## config.mk

```make
export PLATFORM = sky130hd
export DESIGN_NAME = fa_mux
export DESIGN_NICKNAME = d
export VERILOG_FILES = /design/src/rtl/fa_mux_pkg.sv /design/src/rtl/fa_mux_mux2.sv /design/src/rtl/fa_mux.sv
export SDC_FILE = /design/constraint.sdc
export NUM_CORES = 1
export LEC_CHECK = 0
export CAP_MARGIN = 20
export CORE_AREA = 8 8 45 47
export DETAILED_ROUTE_END_ITERATION = 7
export DIE_AREA = 0 0 53 55
export GPL_ROUTABILITY_DRIVEN = 1
export GPL_TIMING_DRIVEN = 1
export PLACE_DENSITY_LB_ADDON = 0.15
export SLEW_MARGIN = 40
export SYNTH_ARGS = -nofsm -noshare
export SYNTH_HDL_FRONTEND = slang
export SYNTH_SLANG_ARGS = --single-unit
```

## constraint.sdc

```tcl
create_clock -name clk -period 0.87 [get_ports clk]
set_input_delay 0.174 -clock clk [delete_from_list [all_inputs] [get_ports clk]]
set_output_delay 0.174 -clock clk [all_outputs]
set_load 0.05 [all_outputs]
```

## src/rtl/fa_mux_pkg.sv

```systemverilog
// fa_mux_pkg: shared constants and a behavioural reference for the
// mux-built ripple-carry adder fa_mux.
//   FA_MUX_MAX_WIDTH : largest supported operand width
//   fa_mux_ref       : returns {cout, sum} of a + b + cin at full 64-bit width;
//                      bit WIDTH of the result is the carry-out for a
//                      WIDTH-bit adder whose operands are zero-extended.
package fa_mux_pkg;

  localparam int FA_MUX_MAX_WIDTH = 64;

  function automatic logic [64:0] fa_mux_ref(input logic [63:0] a,
                                             input logic [63:0] b,
                                             input logic        cin);
    return {1'b0, a} + {1'b0, b} + {64'd0, cin};
  endfunction

endpackage

```

## src/rtl/fa_mux_mux2.sv

```systemverilog
// mux2: 1-bit 2:1 multiplexer, the only logic cell used by the fa_mux
// datapath.
//   sel : select, 0 picks d0, 1 picks d1
//   d0  : data input selected when sel=0
//   d1  : data input selected when sel=1
//   y   : selected output
module mux2 (
  input  logic sel,
  input  logic d0,
  input  logic d1,
  output logic y
);

  assign y = sel ? d1 : d0;

endmodule

```

## src/rtl/fa_mux.sv

```systemverilog
// fa_mux: WIDTH-bit ripple-carry adder whose full-adder slices are built
// purely from mux2 cells; sum and carry-out are registered once (1-cycle
// latency, one result per clock, no backpressure).
//   clk       : rising-edge clock
//   rst       : asynchronous active-high reset
//   in_valid  : a/b/cin valid this cycle
//   a, b      : WIDTH-bit operands
//   cin       : carry-in to bit 0
//   sum       : registered sum
//   cout      : registered carry-out of the MSB
//   out_valid : sum/cout hold a fresh result
//   ovf       : registered two's-complement overflow (only when the macro
//               FA_MUX_OVF_EN is defined)
module fa_mux
  import fa_mux_pkg::*;
#(
  parameter int WIDTH = 1
) (
  input  logic             clk,
  input  logic             rst,
  input  logic             in_valid,
  input  logic [WIDTH-1:0] a,
  input  logic [WIDTH-1:0] b,
  input  logic             cin,
  output logic [WIDTH-1:0] sum,
  output logic             cout,
  output logic             out_valid
`ifdef FA_MUX_OVF_EN
  ,
  output logic             ovf
`endif
);

  if (WIDTH < 1 || WIDTH > FA_MUX_MAX_WIDTH) begin : g_bad_width
    $error("fa_mux: WIDTH out of range 1..64");
  end

  logic [WIDTH:0]   c;   // ripple carry chain, c[0] = cin
  logic [WIDTH-1:0] nc;  // ~c[i], also reused by the overflow mux
  logic [WIDTH-1:0] p;   // b ^ c
  logic [WIDTH-1:0] np;  // ~p
  logic [WIDTH-1:0] nb;  // ~b
  logic [WIDTH-1:0] t;   // a ^ b (carry propagate)
  logic [WIDTH-1:0] s;   // combinational sum

  assign c[0] = cin;

  // Each inversion is a mux2 with constant data inputs, so the whole slice
  // is mux-only. Carry: when a==b the carry equals a (both 0 or both 1);
  // otherwise the incoming carry propagates.
  for (genvar i = 0; i < WIDTH; i++) begin : g_slice
    mux2 u_nc  (.sel(c[i]), .d0(1'b1),  .d1(1'b0),  .y(nc[i]));
    mux2 u_p   (.sel(b[i]), .d0(c[i]),  .d1(nc[i]), .y(p[i]));
    mux2 u_np  (.sel(p[i]), .d0(1'b1),  .d1(1'b0),  .y(np[i]));
    mux2 u_sum (.sel(a[i]), .d0(p[i]),  .d1(np[i]), .y(s[i]));
    mux2 u_nb  (.sel(b[i]), .d0(1'b1),  .d1(1'b0),  .y(nb[i]));
    mux2 u_t   (.sel(a[i]), .d0(b[i]),  .d1(nb[i]), .y(t[i]));
    mux2 u_c   (.sel(t[i]), .d0(a[i]),  .d1(c[i]),  .y(c[i+1]));
  end

`ifdef FA_MUX_OVF_EN
  logic ovf_d;

  // Signed overflow is c[WIDTH] ^ c[WIDTH-1].
  mux2 u_ovf (.sel(c[WIDTH]), .d0(c[WIDTH-1]), .d1(nc[WIDTH-1]), .y(ovf_d));
`endif

  // NOTE: sequential state uses non-blocking assignments so every register
  // samples pre-edge values; all output registers are reset because
  // out_valid and the held sum are architecturally visible.
  always_ff @(posedge clk or posedge rst) begin
    if (rst) begin
      sum       <= '0;
      cout      <= 1'b0;
      out_valid <= 1'b0;
`ifdef FA_MUX_OVF_EN
      ovf       <= 1'b0;
`endif
    end else begin
      out_valid <= in_valid;
      if (in_valid) begin
        sum  <= s;
        cout <= c[WIDTH];
`ifdef FA_MUX_OVF_EN
        ovf  <= ovf_d;
`endif
      end
    end
  end

endmodule

```

; After elaboration in Yosys (flattened, before gate mapping)
; Index checks and enable logic that the tools add are counted.
[op_classes]
mux = 7
[ops]
columns = op, count
row1 = 1-bit two-way mux, 7
[word_totals]
regBits = 3
input_bits = 6
output_inout_bits = 3

; Logic depth before layout (Yosys ltp)
; Gate-level depths: netlist (run 1).
[logic_depth]
depth_word = 4
mapped_depth = 2

; Cells and area by module
; Synthesis (run 1) repeated with hierarchy kept, for this count alone.
[unflattened]
hier_cells = 15
hier_area_um2 = 214.0
[modules_own_cells]
columns = module, instances, cells_per_inst, area_per_inst_um2
row1 = fa_mux, 1, 8, 108.9
row2 = mux2, 7, 1, 15.0

; Worst setup path after synthesis (run 1)
; Ideal clock, no wire load.
[synth_path]
kind = register to register
startpoint = register, netlist name sum
endpoint = register sum
setup_time_ns = 0.125
arrival_ns = 0.869
setup_slack_ns = -0.124
path_stages_with_launch = 2
path_buffers = 0
period_less_slack_ns = 0.994
path_cell_list = dfrtp_1 mux2_4
[synth_lines]
columns = element, line
row1 = "end signal, assigned", fa_mux.sv:82  ; sum <= s;
row2 = "end, declared", fa_mux.sv:25  ; output logic [WIDTH-1:0] sum,

; Worst setup path after layout (run 1)
[layout_path]
startpoint = register cout
endpoint = output port cout
[layout_lines]
columns = element, line
row1 = "start, declared", fa_mux.sv:26  ; output logic cout,
row2 = "start signal, assigned", fa_mux.sv:83  ; cout <= c[WIDTH];
; No word-level cell between the ends.

==> key figures, run 1 <==
Run status
  – Status: complete, but fails checks
  – Violated checks: negative setup slack

Clock network
  – Clock insertion delay at the later pin of the skew report: roughly 0.23 ns
  – H-tree Lvls: 1
  – Clock Sinks: 3
  – CTS tree: built
  – # hold bufs at CTS: 0
  – TritonCTS buffer count: 3
  – Clk slew on worst S/H paths: 0.04 ns
  – Clock root buffer: clkbuf_4
  – Clk buf depth: 2

Setup path
  – WP data arrival: around 0.8 ns
  – Slowest CP cell: dfrtp_2
  – RR Endpoint: sum$_DFFE_PP0P_
  – Critical Path RT: 0.70 ns
  – WP buf/inv: 1
  – CP max stage delay: 0.41 ns
  – CP Capture Type: output pin
  – Worst-path maximum fanout: 2
  – R2R Setup Slk: -0.05 ns
  – Worst path cell trace: buf_12
  – Critical path startpoint category: flop
  – Critical path class: reg -> out
  – Worst reg2reg startpoint: sum$_DFFE_PP0P_
  – Worst r2r path cells: 2
  – Crit path max-delay family: flip-flops

Worst hold path
  – Worst min path class: in -> async

Timing
  – # setup viols final: 4
  – Post-route setup slack: -0.1008 ns
  – Setup Skew: 0 ns
  – Relative slew margins: 90.64%
  – Fin crit share: 111.6%
  – Unrepaired setup endpoints after global routing: yes
  – Fmax: 1.030 GHz
  – Worst-Margin Slew: about 0.14 ns
  – Hold_ws: 0.1078 ns
  – Final Hold Violating Endpoints: 0
  – Final slew viol count: 0
  – Final min period: 0.9708 ns

Die
  – Die width: 53 um
  – Initial Util: around a tenth
  – Row count: 14
  – Die ar.: between 2000 and 3000 sq um
  – Core area: 1384 sq um
  – Die Ht: approximately 55 um
  – IO Count: 9

Power and ir drop
  – Sw frac: approximately 28%
  – Comb power frac: 34.6%
  – VDD IR max: about 0.4 mV
  – Seq pwr share: 27.5%
  – Cell Pwr Density: 2024 nW/um^2
  – Cell leakage power: 0.1535 nW
  – Psw: 0.0001825 W
  – Clk pwr share: 37.9%
  – Pint: 0.0004608 W

Synth
  – Post-synth top area cell: dfrtp_1
  – Syn_area_per_cell: 13.76 sq um
  – Synthesized Nets: 16
  – Multiplexer area fraction after synthesis: 10.91%
  – Syn Inst Count: 10
  – Top area cells in the synthesized netlist: dfrtp_1, xor3_1, mux2_4
  – Post-synthesis sequential area ratio: 54.55%
  – Synth cell types: 7
  – Compound-gate portion of the synthesized area: 11.82%
  – Yosys reg bits: 3
  – Synth top area share: 54.55%
  – XOR/XNOR Fraction of Synth Area: around 17%
  – Yosys warns: 0
  – Adder-Cell Fraction of Synth Area: 0%
  – Syn Std Cell Area: 137.6 sq um
  – Largest family of logic cells by synthesized area: XOR/XNOR gates
  – Simple-gate share of the synthesized area: 0%

Cells and area
  – Layout Cells excl Fill: 42
  – Synth-to-layout area growth: 130.9%
  – Post-layout net count: 33
  – Ant diodes: 0
  – Layout cells sized above 1: 61.54%

Route
  – Vias per cell: 3.119
  – DR DRC count: 0
  – Routed Antenna Nets: 0
  – Average wire per standard cell: between 9 and 10 um
  – Initial drt markers: 2
  – Drt first pass iters: 2
  – Final wirelength: 394 um
  – Total number of vias: 131

Global route
  – First-pass GRT wire length: 621 um
  – Initial antenna violation count: 0
  – Largest net degree at the start of global routing: 4
  – Total track usage: 3.452%
  – Vias in the first global route: ~160
  – GRT Residual Overflow: 0

Placement
  – Placer Congestion: 0.5943
  – IO buf count: 8
  – # placed instances: 36

Flow run
  – Max-cap violations: 0
==> Yosys cell counts <==
| cell | count |
|---|---|
| xor3_1 | 1 |
| mux2_4 | 1 |
| dfrtp_1 | 3 |
| o21ai_0 | 1 |
| a21oi_1 | 1 |
| o22ai_1 | 1 |
| inv_1 | 2 |
==> power groups by stage <==
stage	sequential (W)	clock (W)	combinational (W)
6_report	0.000177	0.000244	0.000222
3_5_place_dp	0.000181	0	0.000208
3_3_place_gp	0.000180	0	0.000208
5_1_grt	0.000179	0.000270	0.000235
4_1_cts	0.000177	0.000258	0.000220
2_1_floorplan	0.000230	0	0.0000369
==> final cells by class <==
type / instances / area (sq um)
tap: 16 / 20.02
inverter: 2 / 7.507
clock buffer: 4 / 26.28
multi-input combinational: 5 / 55.05
timing repair buffer: 12 / 131.4
fill: 151 / 1066
sequential: 3 / 77.57
==> logic make-up (layout without fill, tap and decap cells) <==
kind of cell	count (synthesis)	after routing
xor gates and xnor gates	1	1
buffers and inverters	2	18
AOI/OAI and AO/OA	3	3
DFF	3	3
muxes	1	1
==> metrics by stage <==
stage / setup WS (ns) / cell area, sq um / util (%) / setup TNS, ns / power (W)
2_1_floorplan: -0.04693 / 140.1 / - / -0.04693 / 0.0002665
3_3_place_gp: -0.6055 / 285.3 / 20.61 / -0.8523 / 0.0003875
3_5_place_dp: -0.6246 / 285.3 / 20.61 / -0.8961 / 0.0003888
4_1_cts: -0.1144 / 319.1 / 23.06 / -0.3617 / 0.0006552
5_1_grt: -0.1203 / 317.8 / 22.97 / -0.4092 / 0.0006839
6_report: -0.1008 / 317.8 / 22.97 / -0.3202 / 0.0006433
==> timing repair <==
item,CTS,global route
pin swaps,1,1
hold endpoints to repair,0,0
resized for setup,6,3
cloned,0,0
setup buffers,1,1
setup endpoints to repair,4,4
==> layer usage <==
metal | vias to the layer above | track usage (%) | part of all wire, %
met2 | 9 | 3.906 | 37
met4 | 0 | 5.172 | 1.0
met1 | 55 | 2.757 | 36
met5 | - | 0 | 0
met3 | 2 | 3.476 | 25
li1 | 65 | - | -
==> worst max-delay path by stage <==
stage	startpoint	slack (ns)	cells after the start	to
after floorplan	cin	-0.05	2	sum$_DFFE_PP0P_
after global placement	cin	-0.61	3	sum$_DFFE_PP0P_
after detailed placement	cin	-0.62	3	sum$_DFFE_PP0P_
after CTS	cout$_DFFE_PP0P_	-0.11	1	cout
after global routing	sum$_DFFE_PP0P_	-0.12	1	sum
final	cout$_DFFE_PP0P_	-0.10	1	cout
==> state kept, by name, indices dropped and copies added, names as in the netlist <==
register and cells:
cout 1, sum 1, out_valid 1
==> cell usage in the layout (no fill, tap or decap), types with 2 or more instances in the layout <==
master / count
inv_1: 2
buf_4: 4
dfrtp_2: 2
clkbuf_2: 2
clkdlybuf4s50_1: 2
buf_12: 3
clkbuf_4: 3
(Power assumes the default switching activity.)
==> run 2: changes to the inputs <==
REMOVE_ABC_BUFFERS = 1   (was not set)
==> run 2 against run 1 <==
  * The run still ends with negative setup slack left
  * Total power decreased by 0.14%
  * Combinational power about the same
  * Sequential cell count unchanged
  * Non-clock buffer count increased by 1
  * Clock skew unchanged
  * Worst hold slack got worse by 0.00095 ns
  * Count of clock-buffer cells in the layout unchanged
  * Sequential power about the same
  * Critical path depth unchanged
  * Critical path type unchanged
  * Largest cell class unchanged
  * Largest power group unchanged
==> key figures, run 2 (synthesis gave the netlist of run 1 again) <==
Timing
  – Setup Skew: 0 ns
  – Final min period: ~0.96 ns
  – Setup TNS: -0.3033 ns
  – Worst-Margin Slew: approximately 0.13 ns
  – Unrepaired setup endpoints after global routing: yes
  – # setup viols final: 4
  – Hold_ws: 0.1068 ns
  – Relative slew margins: 91.00%
  – Final slew viol count: 0
  – Fin crit share: 110.8%
  – Post-route setup slack: -0.09354 ns
  – Final Hold Violating Endpoints: 0
  – Fmax: around 1.0 GHz

Setup path
  – Slowest CP cell: dfrtp_1
  – Critical Path RT: 0.70 ns
  – CP max stage delay: 0.40 ns
  – Worst path cell trace: buf_12
  – Critical path class: reg -> out
  – Critical path startpoint category: flop
  – CP Capture Type: output pin
  – WP data arrival: about 0.8 ns
  – Crit path max-delay family: flip-flops
  – WP buf/inv: 1
  – Worst-path maximum fanout: 2

Clock network
  – Clk slew on worst S/H paths: 0.04 ns
  – Clock root buffer: clkbuf_4
  – # hold bufs at CTS: 0
  – Clock Sinks: 3
  – Clock insertion delay at the later pin of the skew report: 0.23 ns
  – TritonCTS buffer count: 3
  – Clk buf depth: 2
  – H-tree Lvls: 1
  – CTS tree: built

Cells and area
  – Post-layout net count: 34
  – Synth-to-layout area growth: 138.2%
  – Regs by FF count: cout (1), out_valid (1), sum (1)
  – FF/Latch Area: roughly 75 sq um
  – Multi-input logic area: 55.05 sq um
  – Most frequent cells in the layout: buf_4, clkbuf_4, dfrtp_1, buf_12
  – Number of fillers in the final layout: 150
  – Commonest non-fill, non-tap cell in the layout: buf_4
  – Layout cells sized above 1: 51.85%
  – Ant diodes: 0

Power and ir drop
  – Cell leakage power: roughly 0.16 nW
  – VDD IR max: 0.3451 mV
  – Cell Pwr Density: 1960 nW/um^2
  – Pwr Total: between 0.0006 and 0.0007 W

Flow run
  – Max-cap violations: 0

Global route
  – Initial antenna violation count: 0
  – Total track usage: 3.562%
  – GRT Residual Overflow: 0
  – Vias in the first global route: 148
  – Largest net degree at the start of global routing: 4
  – First-pass GRT wire length: approximately 630 um

Route
  – DR DRC count: 0
  – Routed Antenna Nets: 0
  – Drt first pass iters: 2
  – Average wire per standard cell: a little under 9 um
  – Final wirelength: 375 um
  – Total number of vias: around 130
  – Initial drt markers: 1
  – Vias per cell: 3.000

Placement
  – IO buf count: 8
  – Pre-CTS setup slack: -0.5757 ns
  – Placer Congestion: ~0.63
  – Final HPWL DP: 293.2 um

Run status
  – Status: complete, but fails checks
  – Violated checks: negative setup slack

Die
  – Die width: 53 um
  – Core area: around 1400 sq um
  – Initial Util: under 10%
  – Die ar.: 2915 sq um
  – Die Ht: 55 um
  – Row count: 14
  – IO Count: 9

Worst hold path
  – Worst min path class: in -> async
[run 2: worst paths after layout]
path,startpoint,end,slack [ns],depth (start not counted)
setup reg to reg,sum$_DFFE_PP0P_,sum$_DFFE_PP0P_,-0.04,2
max in group asynchronous,rst,out_valid$_DFF_PP0_,0.64,2
setup / recovery,sum$_DFFE_PP0P_,sum,-0.09,1
min in group clk,cin,cout$_DFFE_PP0P_,0.34,4
hold reg to reg,sum$_DFFE_PP0P_,sum$_DFFE_PP0P_,0.66,2
hold / removal,rst,sum$_DFFE_PP0P_,0.11,2
[run 2: metal layers]
layer / part of all wire, % / routed length (um) / global-route usage, %
met5: 0 / 0 / 0
met1: 43 / 162 / 3.522
met3: 21 / 77 / 4.011
met4: 0 / 0 / 5.172
met2: 36 / 135 / 2.930
[run 2: through the flow]
step,area (sq um),cells,utilization (%)
2_1_floorplan,137.6,10,-
3_3_place_gp,290.3,37,20.98
3_5_place_dp,290.3,37,20.98
4_1_cts,331.6,43,23.96
5_1_grt,327.8,43,23.69
6_report,327.8,43,23.69
[run 2: layout make-up]
class | instances | share of cell area [%]
timing repair buffer | 13 | 43.89
sequential | 3 | 22.90
multi-input combinational | 5 | 16.79
clock buffer | 4 | 8.015
tap | 16 | 6.107
inverter | 2 | 2.290
[run 2: what timing repair did]
action | 4_1_cts | 5_1_grt
setup endpoints to repair | 4 | 4
pin swaps | 1 | 1
resized for setup | 6 | 2
cloned | 0 | 0
buffers inserted | 2 | 0
[run 2: worst register-to-register path, stage by stage (launching register included)]
cell and delay [ns]:
dfrtp_1 0.40, buf_4 0.14, mux2_4 0.25
[run 2: report_power, final]
group	internal [W]	switching (W)	total [W]
registers	0.000157	0.0000172	0.000174
clock network	0.000172	0.0000710	0.000243
logic	0.000132	0.0000932	0.000225
